### src/rtl/tmc_spi_sequencer.sv
// Command sequencer for the 40-bit TMC SPI master: request -> datagram -> timed send window -> response.
// Optional build macro TMC_READ_DOUBLE_EN: reads run two frames and return the second frame's word.
module tmc_spi_sequencer #(
  parameter int CS_SIZE      = 1,
  parameter int CNT_SIZE     = 16,
  parameter int FRAME_CYCLES = 1024,
  parameter int GAP_CYCLES   = 16
) (
  input  logic                clk_in,
  input  logic                rst_in,
  input  logic                req_valid_in,
  output logic                req_ready_out,
  input  logic                req_write_in,
  input  logic [6:0]          req_addr_in,
  input  logic [31:0]         req_data_in,
  input  logic [CS_SIZE-1:0]  req_cs_in,
  output logic                resp_valid_out,
  output logic [7:0]          resp_status_out,
  output logic [31:0]         resp_data_out,
  output logic                busy_out,
  output logic [39:0]         spi_data_out,
  output logic [CS_SIZE-1:0]  spi_cs_select_out,
  output logic                spi_send_enable_out,
  input  logic [39:0]         spi_data_in
);

  typedef enum logic [2:0] {IDLE, LOAD, SEND, CAPTURE, GAP} state_e;

  localparam logic [CNT_SIZE-1:0] FRAME_LAST = CNT_SIZE'(FRAME_CYCLES - 1);
  localparam logic [CNT_SIZE-1:0] GAP_LAST   = CNT_SIZE'(GAP_CYCLES - 1);

  state_e               state_q, state_d;
  logic [CNT_SIZE-1:0]  cnt_q, cnt_d;
  logic                 dbl_q, dbl_d;
  logic                 se_q, se_d;
  logic [39:0]          data_q, data_d;
  logic [CS_SIZE-1:0]   cs_q, cs_d;
  logic                 rv_q, rv_d;
  logic [7:0]           status_q, status_d;
  logic [31:0]          rdata_q, rdata_d;
  logic                 ready_q, ready_d;
  logic                 busy_q, busy_d;

  always_comb begin
    state_d  = state_q;
    cnt_d    = cnt_q;
    dbl_d    = dbl_q;
    data_d   = data_q;
    cs_d     = cs_q;
    status_d = status_q;
    rdata_d  = rdata_q;
    rv_d     = 1'b0;
    case (state_q)
      IDLE: begin
        if (req_valid_in && ready_q) begin
          data_d  = {req_write_in, req_addr_in, req_data_in};
          cs_d    = req_cs_in;
`ifdef TMC_READ_DOUBLE_EN
          dbl_d   = ~req_write_in;
`else
          dbl_d   = 1'b0;
`endif
          state_d = LOAD;
        end
      end
      LOAD: begin
        cnt_d   = '0;
        state_d = SEND;
      end
      SEND: begin
        if (cnt_q == FRAME_LAST) state_d = CAPTURE;
        else                     cnt_d   = cnt_q + 1'b1;
      end
      CAPTURE: begin
        cnt_d   = '0;
        state_d = GAP;
        // A pending second frame means this word answers the previous datagram; drop it.
        if (!dbl_q) begin
          status_d = spi_data_in[39:32];
          rdata_d  = spi_data_in[31:0];
          rv_d     = 1'b1;
        end
      end
      GAP: begin
        if (cnt_q == GAP_LAST) begin
          if (dbl_q) begin
            dbl_d   = 1'b0;
            state_d = LOAD;
          end else begin
            state_d = IDLE;
          end
        end else begin
          cnt_d = cnt_q + 1'b1;
        end
      end
      default: state_d = IDLE;
    endcase
    // Outputs are registered from the next state so they line up with it.
    se_d    = (state_d == SEND);
    ready_d = (state_d == IDLE);
    busy_d  = (state_d != IDLE);
  end

  always_ff @(posedge clk_in or posedge rst_in) begin
    if (rst_in) begin
      state_q  <= IDLE;
      cnt_q    <= '0;
      dbl_q    <= 1'b0;
      se_q     <= 1'b0;
      data_q   <= '0;
      cs_q     <= '0;
      rv_q     <= 1'b0;
      status_q <= '0;
      rdata_q  <= '0;
      ready_q  <= 1'b0;
      busy_q   <= 1'b0;
    end else begin
      state_q  <= state_d;
      cnt_q    <= cnt_d;
      dbl_q    <= dbl_d;
      se_q     <= se_d;
      data_q   <= data_d;
      cs_q     <= cs_d;
      rv_q     <= rv_d;
      status_q <= status_d;
      rdata_q  <= rdata_d;
      ready_q  <= ready_d;
      busy_q   <= busy_d;
    end
  end

  assign req_ready_out       = ready_q;
  assign busy_out            = busy_q;
  assign spi_data_out        = data_q;
  assign spi_cs_select_out   = cs_q;
  assign spi_send_enable_out = se_q;
  assign resp_valid_out      = rv_q;
  assign resp_status_out     = status_q;
  assign resp_data_out       = rdata_q;

endmodule

### config.mk
export PLATFORM = sky130hd
export DESIGN_NAME = tmc_spi_sequencer
export DESIGN_NICKNAME = d
export VERILOG_FILES = /design/src/rtl/tmc_spi_sequencer.sv
export SDC_FILE = /design/constraint.sdc
export NUM_CORES = 1
export LEC_CHECK = 0
export ABC_AREA = 1
export ABC_CLOCK_PERIOD_IN_PS = 2800
export BUFFER_PORTS_ARGS = -buffer_cell sky130_fd_sc_hd__buf_2
export CAP_MARGIN = 20
export CORE_MARGIN = 5
export CORE_UTILIZATION = 35
export DETAILED_ROUTE_END_ITERATION = 7
export PLACE_DENSITY = 0.6
export SLEW_MARGIN = 5
export SYNTH_ARGS = -nofsm -noshare
export SYNTH_HDL_FRONTEND = slang
export SYNTH_SLANG_ARGS = --single-unit
### constraint.sdc
create_clock -name clk_in -period 2.8 [get_ports clk_in]
set_input_delay 0.28 -clock clk_in [delete_from_list [all_inputs] [get_ports clk_in]]
set_output_delay 0.28 -clock clk_in [all_outputs]
set_load 0.05 [all_outputs]
; ---- Word level (Yosys, flattened, before mapping)
; Index checks and enable logic that the tools add are counted.
[classes]
n_eq_ne = 11
addsub = 1
bitwise = 1
n_reduce_logical = 11
n_mux = 13
[ops]
columns = op, count
row1 = one-hot mux 16 bit (3 select lines), 1
row2 = two-way mux 16 bit, 2
row3 = adder 16 x 1 -> 16 bit (second input constant), 1
row4 = equality test 16 x 10 -> 1 bit (second input constant), 1
row5 = equality test 16 x 4 -> 1 bit (second input constant), 1
row6 = one-hot mux 3 bit (5 select lines), 1
row7 = equality test 3 x 2 -> 1 bit (second input constant), 3
row8 = two-way mux 3 bit, 3
row9 = inequality test 2 bit (second input constant), 4
row10 = zero test 3 bit, 2
row11 = AND reduction 3 bit, 2
row12 = nonzero test 3 bit, 2
row13 = two-way mux 1 bit, 5
row14 = AND reduction 2 bit, 2
row15 = equality test 3 x 1 -> 1 bit (second input constant), 1
row16 = equality test 3 bit (second input constant), 1
row17 = one-hot mux 1 bit (2 select lines), 1
row18 = nonzero test 2 bit, 1
row19 = OR reduction 2 bit, 1
row20 = logical AND 1 bit, 1
row21 = NOT 1 bit, 1
[totals]
reg_bits = 105
word_cells = 48
out_inout_bits = 85

; ---- Longest topological paths before layout
; Gate-level depths: netlist (run 1).
[logic_depth]
ltp_word = 4
ltp_mapped = 10
depth_no_buf = 9

; ---- Worst setup path after synthesis (run 1)
; OpenSTA, ideal clock, no wires.
[synth_timing]
path_kind = reg-to-reg
startpoint = register ready_q, in the netlist req_ready_out
endpoint = register data_q[2], in the netlist spi_data_out[2]
setup_slack_ps = 1326
n_path_buf = 1
t_required_ps = 2672
arrival_ps = 1347
period_less_slack_ps = 1474
path_stages_with_launch = 4
cell_sequence = dfrtp_1 -> nand4_2 -> buf_4 -> mux2_1
[synth_between]
elab_chain_cells = 2
[synth_rtl]
columns = element, line_no
row1 = "start, declared", 41  ; logic ready_q, ready_d;
row2 = "start signal, assigned", 127  ; ready_q <= ready_d;
row3 = logical AND 1 bit, 55  ; if (req_valid_in && ready_q) begin
row4 = AND reduction 2 bit (no line), n/a
row5 = "end signal, assigned", 122  ; data_q <= data_d;
row6 = "end, declared", 36  ; logic [39:0] data_q, data_d;
; No other way between the ends.
; A chain may end at the register's enable or synchronous reset.

; ---- Worst setup path in the final report (run 1)
[layout_timing]
startpoint = register cnt_q[0]
endpoint = register cnt_q[7]
[layout_between]
elab_chain_cells = 3
word_cells_on_any_way = 9
[layout_rtl]
columns = element, line_no
row1 = "start, declared", 33  ; logic [CNT_SIZE-1:0] cnt_q, cnt_d;
row2 = "start signal, assigned", 119  ; cnt_q <= cnt_d;
row3 = adder 16 x 1 -> 16 bit (tied with other cells), "72, 93"
row4 = two-way mux 16 bit (tied with other cells), 85  ; if (cnt_q == GAP_LAST) begin
row5 = one-hot mux 16 bit (3 select lines) or AND reduction 3 bit (tied branches), n/a
; Several ways; a longest one is shown, not always the timed one. The select of a mux whose other input is x is not followed.

==> results of run 1 <==
-- Yosys cell counts, drive strengths merged --
library cell and number:
a21o 1, buf 9, clkbuf 7, dfrtp 104, ha 1, inv 18
mux2 41, nand2 187, nand3 17, nand3b 1, nand4 5, nor2 32
nor3 2, o21ai 15, o21bai 5, or2 1, xor2 3
-- flip-flops by register name (all words and copies together), names as in the netlist --
| signal | count |
|---|---|
| spi_cs_select_out | 1 |
| cnt_q | 16 |
| req_ready_out | 1 |
| resp_valid_out | 1 |
| spi_data_out | 40 |
| state_q | 3 |
| resp_data_out | 32 |
| resp_status_out | 8 |
| busy_out | 1 |
| spi_send_enable_out | 1 |
-- metal layers --
layer / share of wire / track usage / up-vias
li1: - / - / 1764
met1: 0.43 / 0.176 / 1636
met2: 0.48 / 0.223 / 100
met3: 0.074 / 0.0576 / 10
met4: 0.014 / 0.0462 / 0
met5: 0 / 0 / -
-- critical path: cells and delay by family, from the launching register on --
| family | cells | cell delay (ns) |
|---|---|---|
| simple gates | 6 | 1.03 |
| flops | 1 | 0.42 |
| fa+ha+maj | 1 | 0.28 |
| buf+inv | 1 | 0.09 |
-- logic make-up (layout without fill, tap and decap cells) --
group / Yosys count / count (layout) / share of synthesized area
adders and majority gates: 1 / 1 / 0.00287
AOI/OAI and AO/OA: 21 / 21 / 0.0275
muxes: 41 / 41 / 0.106
DFF: 104 / 104 / 0.597
and+or+nand+nor: 245 / 245 / 0.226
buffers and inverters: 34 / 207 / 0.0353
xor gates and xnor gates: 3 / 3 / 0.00602
-- worst paths after layout --
kind / to / start / depth (start not counted) / slack [ns]
worst max-delay path: cnt_q[7] / cnt_q[0] / 8 / 0.86
worst max register to register: cnt_q[7] / cnt_q[0] / 8 / 0.86
worst min register to register: resp_data_out[22] / resp_data_out[22] / 2 / 0.47
worst min-delay path: spi_data_out[1] / rst_in / 3 / 0.07
min in group clk_in: resp_data_out[30] / spi_data_in[30] / 3 / 0.12
max in group asynchronous: resp_data_out[23] / rst_in / 3 / 2.06
-- final cells by class --
type                    count  area, µm²  share of cell area
clock buffers               9        225              0.0396
multi-input cells         311       1610               0.283
flip-flops and latches    104       2600               0.458
well taps                 168        210              0.0370
inverters                  18       71.3              0.0125
repair buffers            173        878               0.154
clock inverters             7       91.3              0.0161
-- metrics by stage --
stage	cells	setup slack, ns
2_1_floorplan	449	1.27
3_3_place_gp	774	0.976
3_5_place_dp	774	0.859
4_1_cts	790	0.848
5_1_grt	790	0.639
6_report	790	0.864
-- report_power, final --
part	internal, µW	total (µW)	switching (µW)	leakage (µW)
logic	42.4	87.0	44.6	0.00159
registers	1500	1500	0	0.00122
clock network	713	1310	593	0.000151
total	2260	2890	638	0.00296
==> impl_metrics.csv, run 1 <==
group,metric,value,unit
outcome,status,"finished, final reports clean",
synth,ys_ff_latch,104,
synth,synth_top_area_frac,0.597,
floorplanning,die_y,122,µm
critical_path,path_class,"reg -> reg",
grt,grt_pass1_wl,16600,µm
critical_path,path_max_fanout,30,
clock_tree,cts-buffers-inserted,9,
sta,clock_skew,0.00769,ns
pwr,vdd_drop_max,499,µV
floorplanning,rows,40,
floorplanning,io_pins,169,
clock_tree,ctsHoldBuffers,0,
synth,synth.avg_cell_area,9.72,µm²
floorplanning,start_util,0.360,
synth,synthesis.area,4360,µm²
sta,finalHoldViolCount,0,
final_layout,layout-drive-gt1-share,0.383,
clock_tree,cts_resized,0,
floorplanning,core,12100,µm²
synth,yosysTopAreaCell,"dfrtp_1",
final_layout,mostFrequentLayoutCell,"nand2_1",
drt,ant_nets,0,
drt,avgViaCountPerCell,4.44,
critical_path,required,3.04,ns
sta,finalSetupViolCount,0,
sta,min_period,1.94,ns
job,max-cap-violations,0,
synth,synth_area_leaders,"dfrtp_1 60%, nand2_1 16%, mux2_2 10%",
placement,dpl.hpwl,7690,µm
final_layout,finalInstanceArea,5690,µm²
synth,synth_seq_area_share,0.597,
pwr,leakagePower,0.00296,µW
floorplanning,die-area,14800,µm²
drt,drt_first_iter_violations,138,
clock_tree,cts_tree,"done",
drt,firstDrtPassIters,4,
pwr,powerDensity,509,nW/µm²
final_layout,diodes,0,
clock_tree,cts.clk_slew.worst_paths,0.07,ns
sta,tns,0,ns
drt,drc,0,
clock_tree,clock_latency,0.35,ns
critical_path,endpoint_kind,"register",
clock_tree,clock-sinks,104,
grt,grt_pass1_vias,3412,
final_layout,syn2layout_area_growth,30.3,%
synth,synth_cells,449,
sta,rsz0062_at_grt,"no",
clock_tree,cts_setup_buffers,0,
worst_hold_path,hp-class,"in -> async",
sta,slew-limit-headroom,0.459,
placement,routabilityCongestion,0.833,
grt,grt_usage,0.141,
final_layout,fin_nets,702,
clock_tree,clock_tree.buffer_depth,2,
synth,synth.distinct_cells,27,
drt,vias,3510,
critical_path,worstSetupStartpointType,"register",
sta,hold_ws,0.0689,ns
drt,routed_wl,10300,µm
synth,syn_nets,534,
critical_path,cpPeakStageDelay,0.43,ns
critical_path,crit_path_top_delay_cell,"nand3_2",
final_layout,fill_cells,1168,
drt,wl_per_cell,13.0,µm
pwr,finalPower,2890,µW
sta,timing.fmax,517,MHz
grt,antenna_found_initial,0,
sta,worst_pin_slew,0.812,ns
clock_tree,htreeDepth,3,
final_layout,fin_util,0.469,
critical_path,crit_arrival,2.18,ns
grt,grt-ovfl-total,0,
grt,grt_max_degree,65,
placement,io_buffers,168,
final_layout,mostFrequentLayoutCells,"187 x nand2_1, 168 x buf_2, 104 x dfrtp_1, 39 x mux2_2, 31 x nor2_1",
sta,final_max_slew_viol_count,0,
placement,placed_area,5370,µm²
synth,yosys_warnings,0,
clock_tree,root_buffer,"clkbuf_16",
sta,post-route-period-util,0.691,
critical_path,crit_chain,"ha_1 > nand3_2 > nor3_2 > nand3_1 > nand3_2 > inv_2 > nand2_1 > nand2_1",
floorplanning,dieWidth,122,µm
Power figures use the tool's default switching activity.
==> run 2: changes to the inputs <==
--- a/config.mk
+++ b/config.mk
@@ -6,7 +6,7 @@
 export NUM_CORES = 1
 export LEC_CHECK = 0
 export ABC_AREA = 1
-export ABC_CLOCK_PERIOD_IN_PS = 2800
+export ABC_CLOCK_PERIOD_IN_PS = 1700
 export BUFFER_PORTS_ARGS = -buffer_cell sky130_fd_sc_hd__buf_2
 export CAP_MARGIN = 20
 export CORE_MARGIN = 5
==> constraint.sdc (replaced) <==
create_clock -name clk_in -period 1.7 [get_ports clk_in]
set_input_delay 0.17 -clock clk_in [delete_from_list [all_inputs] [get_ports clk_in]]
set_output_delay 0.17 -clock clk_in [all_outputs]
set_load 0.05 [all_outputs]
==> run 2 against run 1 <==
Net effect:
- design area rose by 2.0%
- fmax rose by 28%
- critical path depth did not move
- largest power group unchanged
==> impl_metrics.csv, run 2 (same netlist as run 1, synthesis figures left out) <==
group,metric,value,unit
outcome,status,"finished, final reports clean",
sta,finalHoldViolCount,0,
final_layout,fin_nets,709,
clock_tree,clock_tree.buffer_depth,2,
final_layout,mostFrequentLayoutCells,"187 x nand2_1, 168 x buf_2, 104 x dfrtp_1, 39 x mux2_2, 30 x nor2_1",
pwr,powerDensity,816,nW/µm²
sta,rsz0062_at_grt,"no",
critical_path,crit_arrival,1.79,ns
placement,routabilityCongestion,0.841,
drt,wl_per_cell,13.1,µm
drt,vias,3536,
critical_path,crit_family,"simple AND/OR/NAND/NOR gates",
grt,grt_max_degree,42,
clock_tree,clock-sinks,104,
grt,antenna_found_initial,0,
critical_path,cpPeakStageDelay,0.38,ns
floorplanning,rows,40,
final_layout,syn2layout_area_growth,33.0,%
final_layout,largest_reg_flops,40,
clock_tree,cts_tree,"done",
grt,grt_usage,0.141,
final_layout,mostFrequentLayoutCell,"nand2_1",
clock_tree,root_buffer,"clkbuf_16",
sta,min_period,1.52,ns
sta,layout_setup_ws,0.182,ns
floorplanning,die-area,14800,µm²
critical_path,crit_chain,"ha_1 > nand3_2 > nor3_2 > nand3_1 > nand3_4 > buf_12 > nand2_1 > o21ai_1",
placement,dpl.hpwl,7860,µm
sta,clock_skew,0.00936,ns
drt,firstDrtPassIters,4,
job,max-cap-violations,0,
clock_tree,htreeDepth,3,
floorplanning,die_y,122,µm
drt,drc,0,
sta,finalSetupViolCount,0,
clock_tree,clock_latency,0.35,ns
pwr,leakagePower,0.00301,µW
critical_path,required,1.97,ns
critical_path,worstSetupStartpointType,"register",
floorplanning,dieWidth,122,µm
sta,post-route-period-util,0.893,
placement,io_buffers,168,
clock_tree,cts-buffers-inserted,9,
grt,grt_pass1_vias,3487,
sta,final_max_slew_viol_count,0,
sta,timing.fmax,659,MHz
drt,ant_nets,0,
critical_path,endpoint_kind,"register",
grt,grt-ovfl-total,0,
critical_path,path_class,"reg -> reg",
worst_hold_path,hp-class,"in -> reg",
clock_tree,cts.clk_slew.worst_paths,0.07,ns
final_layout,layout-drive-gt1-share,0.388,
critical_path,crit_path_top_delay_cell,"dfrtp_1",
floorplanning,core,12100,µm²
floorplanning,io_pins,169,
placement,dp_slack,0.127,ns
critical_path,crit_buf_inv,1,
drt,drt_first_iter_violations,149,
grt,grt_pass1_wl,16700,µm
sta,slew-limit-headroom,0.720,
pwr,vdd_drop_max,392,µV
drt,routed_wl,10400,µm
final_layout,diodes,0,
final_layout,fill_cells,1162,
sta,tns,0,ns
critical_path,path_max_fanout,16,
floorplanning,start_util,0.360,
sta,worst_pin_slew,0.421,ns
drt,avgViaCountPerCell,4.44,
## run 2: area by class of cell
type / count / area [µm²] / area share
clock buffers: 11 / 243 / 0.0418
clock inverters: 5 / 62.6 / 0.0108
inverters: 18 / 71.3 / 0.0123
multi-input cells: 311 / 1620 / 0.279
flip-flops and latches: 104 / 2600 / 0.449
well taps: 168 / 210 / 0.0362
repair buffers: 180 / 996 / 0.172
## run 2: path summary, 6_finish.rpt
check,start,endpoint,slack [ns],cells after the start
max,cnt_q[0],cnt_q[8],0.18,8
min,spi_data_in[15],resp_data_out[15],0.02,3
max reg2reg,cnt_q[0],cnt_q[8],0.18,8
min reg2reg,resp_data_out[26],resp_data_out[26],0.47,2
max in group asynchronous,rst_in,resp_data_out[30],0.81,4
min in group asynchronous,rst_in,spi_data_out[5],0.35,3
## run 2: per-layer routing
layer	wire, µm	vias up	track usage
li1	-	1779	-
met1	4520	1640	0.179
met2	5060	101	0.225
met3	653	16	0.0474
met4	188	0	0.0546
met5	0	-	0
## run 2: report_power, final
| group | internal (µW) | total (µW) | switching, µW | leakage, µW |
|---|---|---|---|---|
| Sequential | 2470 | 2470 | 0 | 0.00122 |
| Combinational | 79.2 | 155 | 76.2 | 0.00165 |
| Clock | 1190 | 2110 | 914 | 0.000143 |
## run 2: worst register-to-register path: stages (launching register included)
cell and delay [ns]:
dfrtp_1 0.38, ha_1 0.19, nand3_2 0.14, nor3_2 0.16, nand3_1 0.16, nand3_4 0.14
buf_12 0.15, nand2_1 0.05, o21ai_1 0.07
## run 2: through the flow
stage                     power, µW  utilization  area [µm²]  cells  hold slack, ns
after floorplan                2560            -        4370    449           0.287
after global placement         2680        0.452        5470    779           0.159
after detailed placement       2680        0.452        5470    779           0.162
after CTS                      4810        0.478        5780    796         0.00358
after global routing           4930        0.479        5800    797         0.00709
final                          4730        0.479        5800    797          0.0201
## run 2: timing repair
action | CTS | global route
endpoints found under the hold margin | 10 | 0
endpoints found under the setup margin | 0 | 8
hold buffers | 1 | 0
setup buffers | 0 | 1
resized for setup | 0 | 2
==> run 3: changes to the inputs <==
--- a/config.mk
+++ b/config.mk
@@ -9,6 +9,7 @@
 export ABC_CLOCK_PERIOD_IN_PS = 1700
 export BUFFER_PORTS_ARGS = -buffer_cell sky130_fd_sc_hd__buf_2
 export CAP_MARGIN = 20
+export CORE_ASPECT_RATIO = 0.9
 export CORE_MARGIN = 5
 export CORE_UTILIZATION = 35
 export DETAILED_ROUTE_END_ITERATION = 7
==> run 3 against run 2 <==
Net effect:
- the flow now finishes with violations (negative hold slack)
- setup slack worse by 0.017 ns
- first-iteration DRC count is 6.0% higher
- sequential share of layout area is 0.097 points higher
- count of clock-buffer cells in the layout is 1 lower
- power is 1.9% lower
- die area hardly changed
- via count is 1.5% higher
- critical path depth stayed put
- global-route usage is 0.68 points higher
- fmax is 1.1% lower
- clock skew hardly changed
- design area is 0.22% lower
- critical endpoint is now cnt_q[14]
- largest cell class unchanged
==> impl_metrics.csv, run 3 (same netlist as run 1, synthesis figures left out) <==
group,metric,value,unit
outcome,status,"finished with violations",
outcome,violations,"negative hold slack",
drt,avgViaCountPerCell,4.53,
clock_tree,clock_tree.buffer_depth,2,
clock_tree,cts_tree,"done",
sta,slew-limit-headroom,0.621,
sta,final_max_slew_viol_count,0,
pwr,powerDensity,802,nW/µm²
sta,post-route-period-util,0.903,
floorplanning,rows,38,
grt,grt-ovfl-total,0,
sta,hold_ws,-0.0653,ns
floorplanning,core,12100,µm²
pwr,finalPower,4650,µW
floorplanning,die_y,116,µm
clock_tree,cts-buffers-inserted,9,
final_layout,diodes,0,
final_layout,syn2layout_area_growth,32.7,%
floorplanning,die-area,14800,µm²
clock_tree,root_buffer,"clkbuf_16",
clock_tree,clock_latency,0.35,ns
clock_tree,clock-sinks,104,
critical_path,endpoint_kind,"register",
final_layout,largest_reg_flops,40,
grt,grt_max_degree,105,
final_layout,mostFrequentLayoutCell,"nand2_1",
job,max-cap-violations,0,
placement,dpl.hpwl,7970,µm
clock_tree,htreeDepth,3,
critical_path,worstSetupStartpointType,"register",
clock_tree,cts.clk_slew.worst_paths,0.07,ns
critical_path,path_max_fanout,6,
pwr,vdd_drop_max,519,µV
sta,clock_skew,0.00948,ns
sta,timing.fmax,652,MHz
drt,drc,0,
sta,worst_pin_slew,0.568,ns
floorplanning,io_pins,169,
floorplanning,start_util,0.360,
final_layout,layout-drive-gt1-share,0.391,
critical_path,crit_arrival,1.82,ns
sta,finalSetupViolCount,0,
sta,tns,0,ns
drt,ant_nets,0,
critical_path,path_class,"reg -> reg",
drt,firstDrtPassIters,4,
placement,io_buffers,168,
floorplanning,dieWidth,128,µm
drt,drt_first_iter_violations,158,
final_layout,fin_nets,713,
placement,routabilityCongestion,0.813,
critical_path,required,1.98,ns
drt,vias,3589,
sta,min_period,1.53,ns
grt,antenna_found_initial,0,
final_layout,mostFrequentLayoutCells,"187 x nand2_1, 168 x buf_2, 104 x dfrtp_1, 39 x mux2_2, 31 x nor2_1",
worst_hold_path,hp-class,"in -> async",
grt,grt_usage,0.148,
pwr,leakagePower,0.00303,µW
grt,grt_pass1_wl,17400,µm
drt,routed_wl,10800,µm
sta,rsz0062_at_grt,"no",
grt,grt_pass1_vias,3676,
drt,wl_per_cell,13.6,µm
final_layout,fin_util,0.478,
sta,finalHoldViolCount,38,
-- run 3: worst paths after layout --
path	startpoint	endpoint	slack, ns	cells after the start
max in group asynchronous	rst_in	state_q[1]	1.29	3
min in group clk_in	spi_data_in[23]	resp_data_out[23]	0.02	3
min reg2reg	resp_data_out[17]	resp_data_out[17]	0.47	2
max reg2reg	cnt_q[1]	cnt_q[14]	0.17	8
min	rst_in	cnt_q[14]	-0.07	3
max	cnt_q[1]	cnt_q[14]	0.17	8
-- run 3: layer usage --
metal | track usage | part of all wire | vias to the layer above
li1 | - | - | 1775
met2 | 0.244 | 0.48 | 122
met5 | 0 | 0 | -
met3 | 0.0705 | 0.095 | 8
met4 | 0.0424 | 0.0098 | 0
met1 | 0.175 | 0.42 | 1684
-- run 3: worst max-delay path, cell delays in order, from the launching register on --
cell and delay [ns]:
dfrtp_1 0.37, ha_1 0.19, nand3_2 0.12, nor3_2 0.19
nand3_2 0.13, nand3_4 0.16, clkbuf_2 0.18, nand2_1 0.06
o21ai_1 0.06
-- run 3: final cells by class --
| cell class | count | area [µm²] |
|---|---|---|
| fill | 1166 | 6330 |
| sequential | 104 | 2600 |
| multi-input combinational | 311 | 1620 |
| timing repair buffer | 184 | 1010 |
| clock buffer | 10 | 229 |
| tap | 160 | 200 |
| inverter | 18 | 71.3 |
| clock inverter | 5 | 56.3 |
-- run 3: stage by stage --
step                instance area (µm²)  setup slack [ns]  hold slack, ns  std cells
finish                             5790             0.165         -0.0653        792
global placement                   5470             0.178           0.371        774
CTS                                5760             0.111        0.000906        790
detailed placement                 5470             0.133           0.375        774
global route                       5790            0.0195         0.00264        792
floorplan                          4370             0.226           0.287        449
-- run 3: power by group --
group          internal (µW)  total [µW]  switching [µW]
Combinational           73.0         145            71.8
Clock                   1130        2030             893
Sequential              2470        2470               0
-- run 3: timing repair --
action                                  CTS  global route
setup buffers                             0             2
endpoints found under the setup margin    0            12
hold buffers                              1             0
hold endpoints to repair                  1             0
resized for setup                         0             2
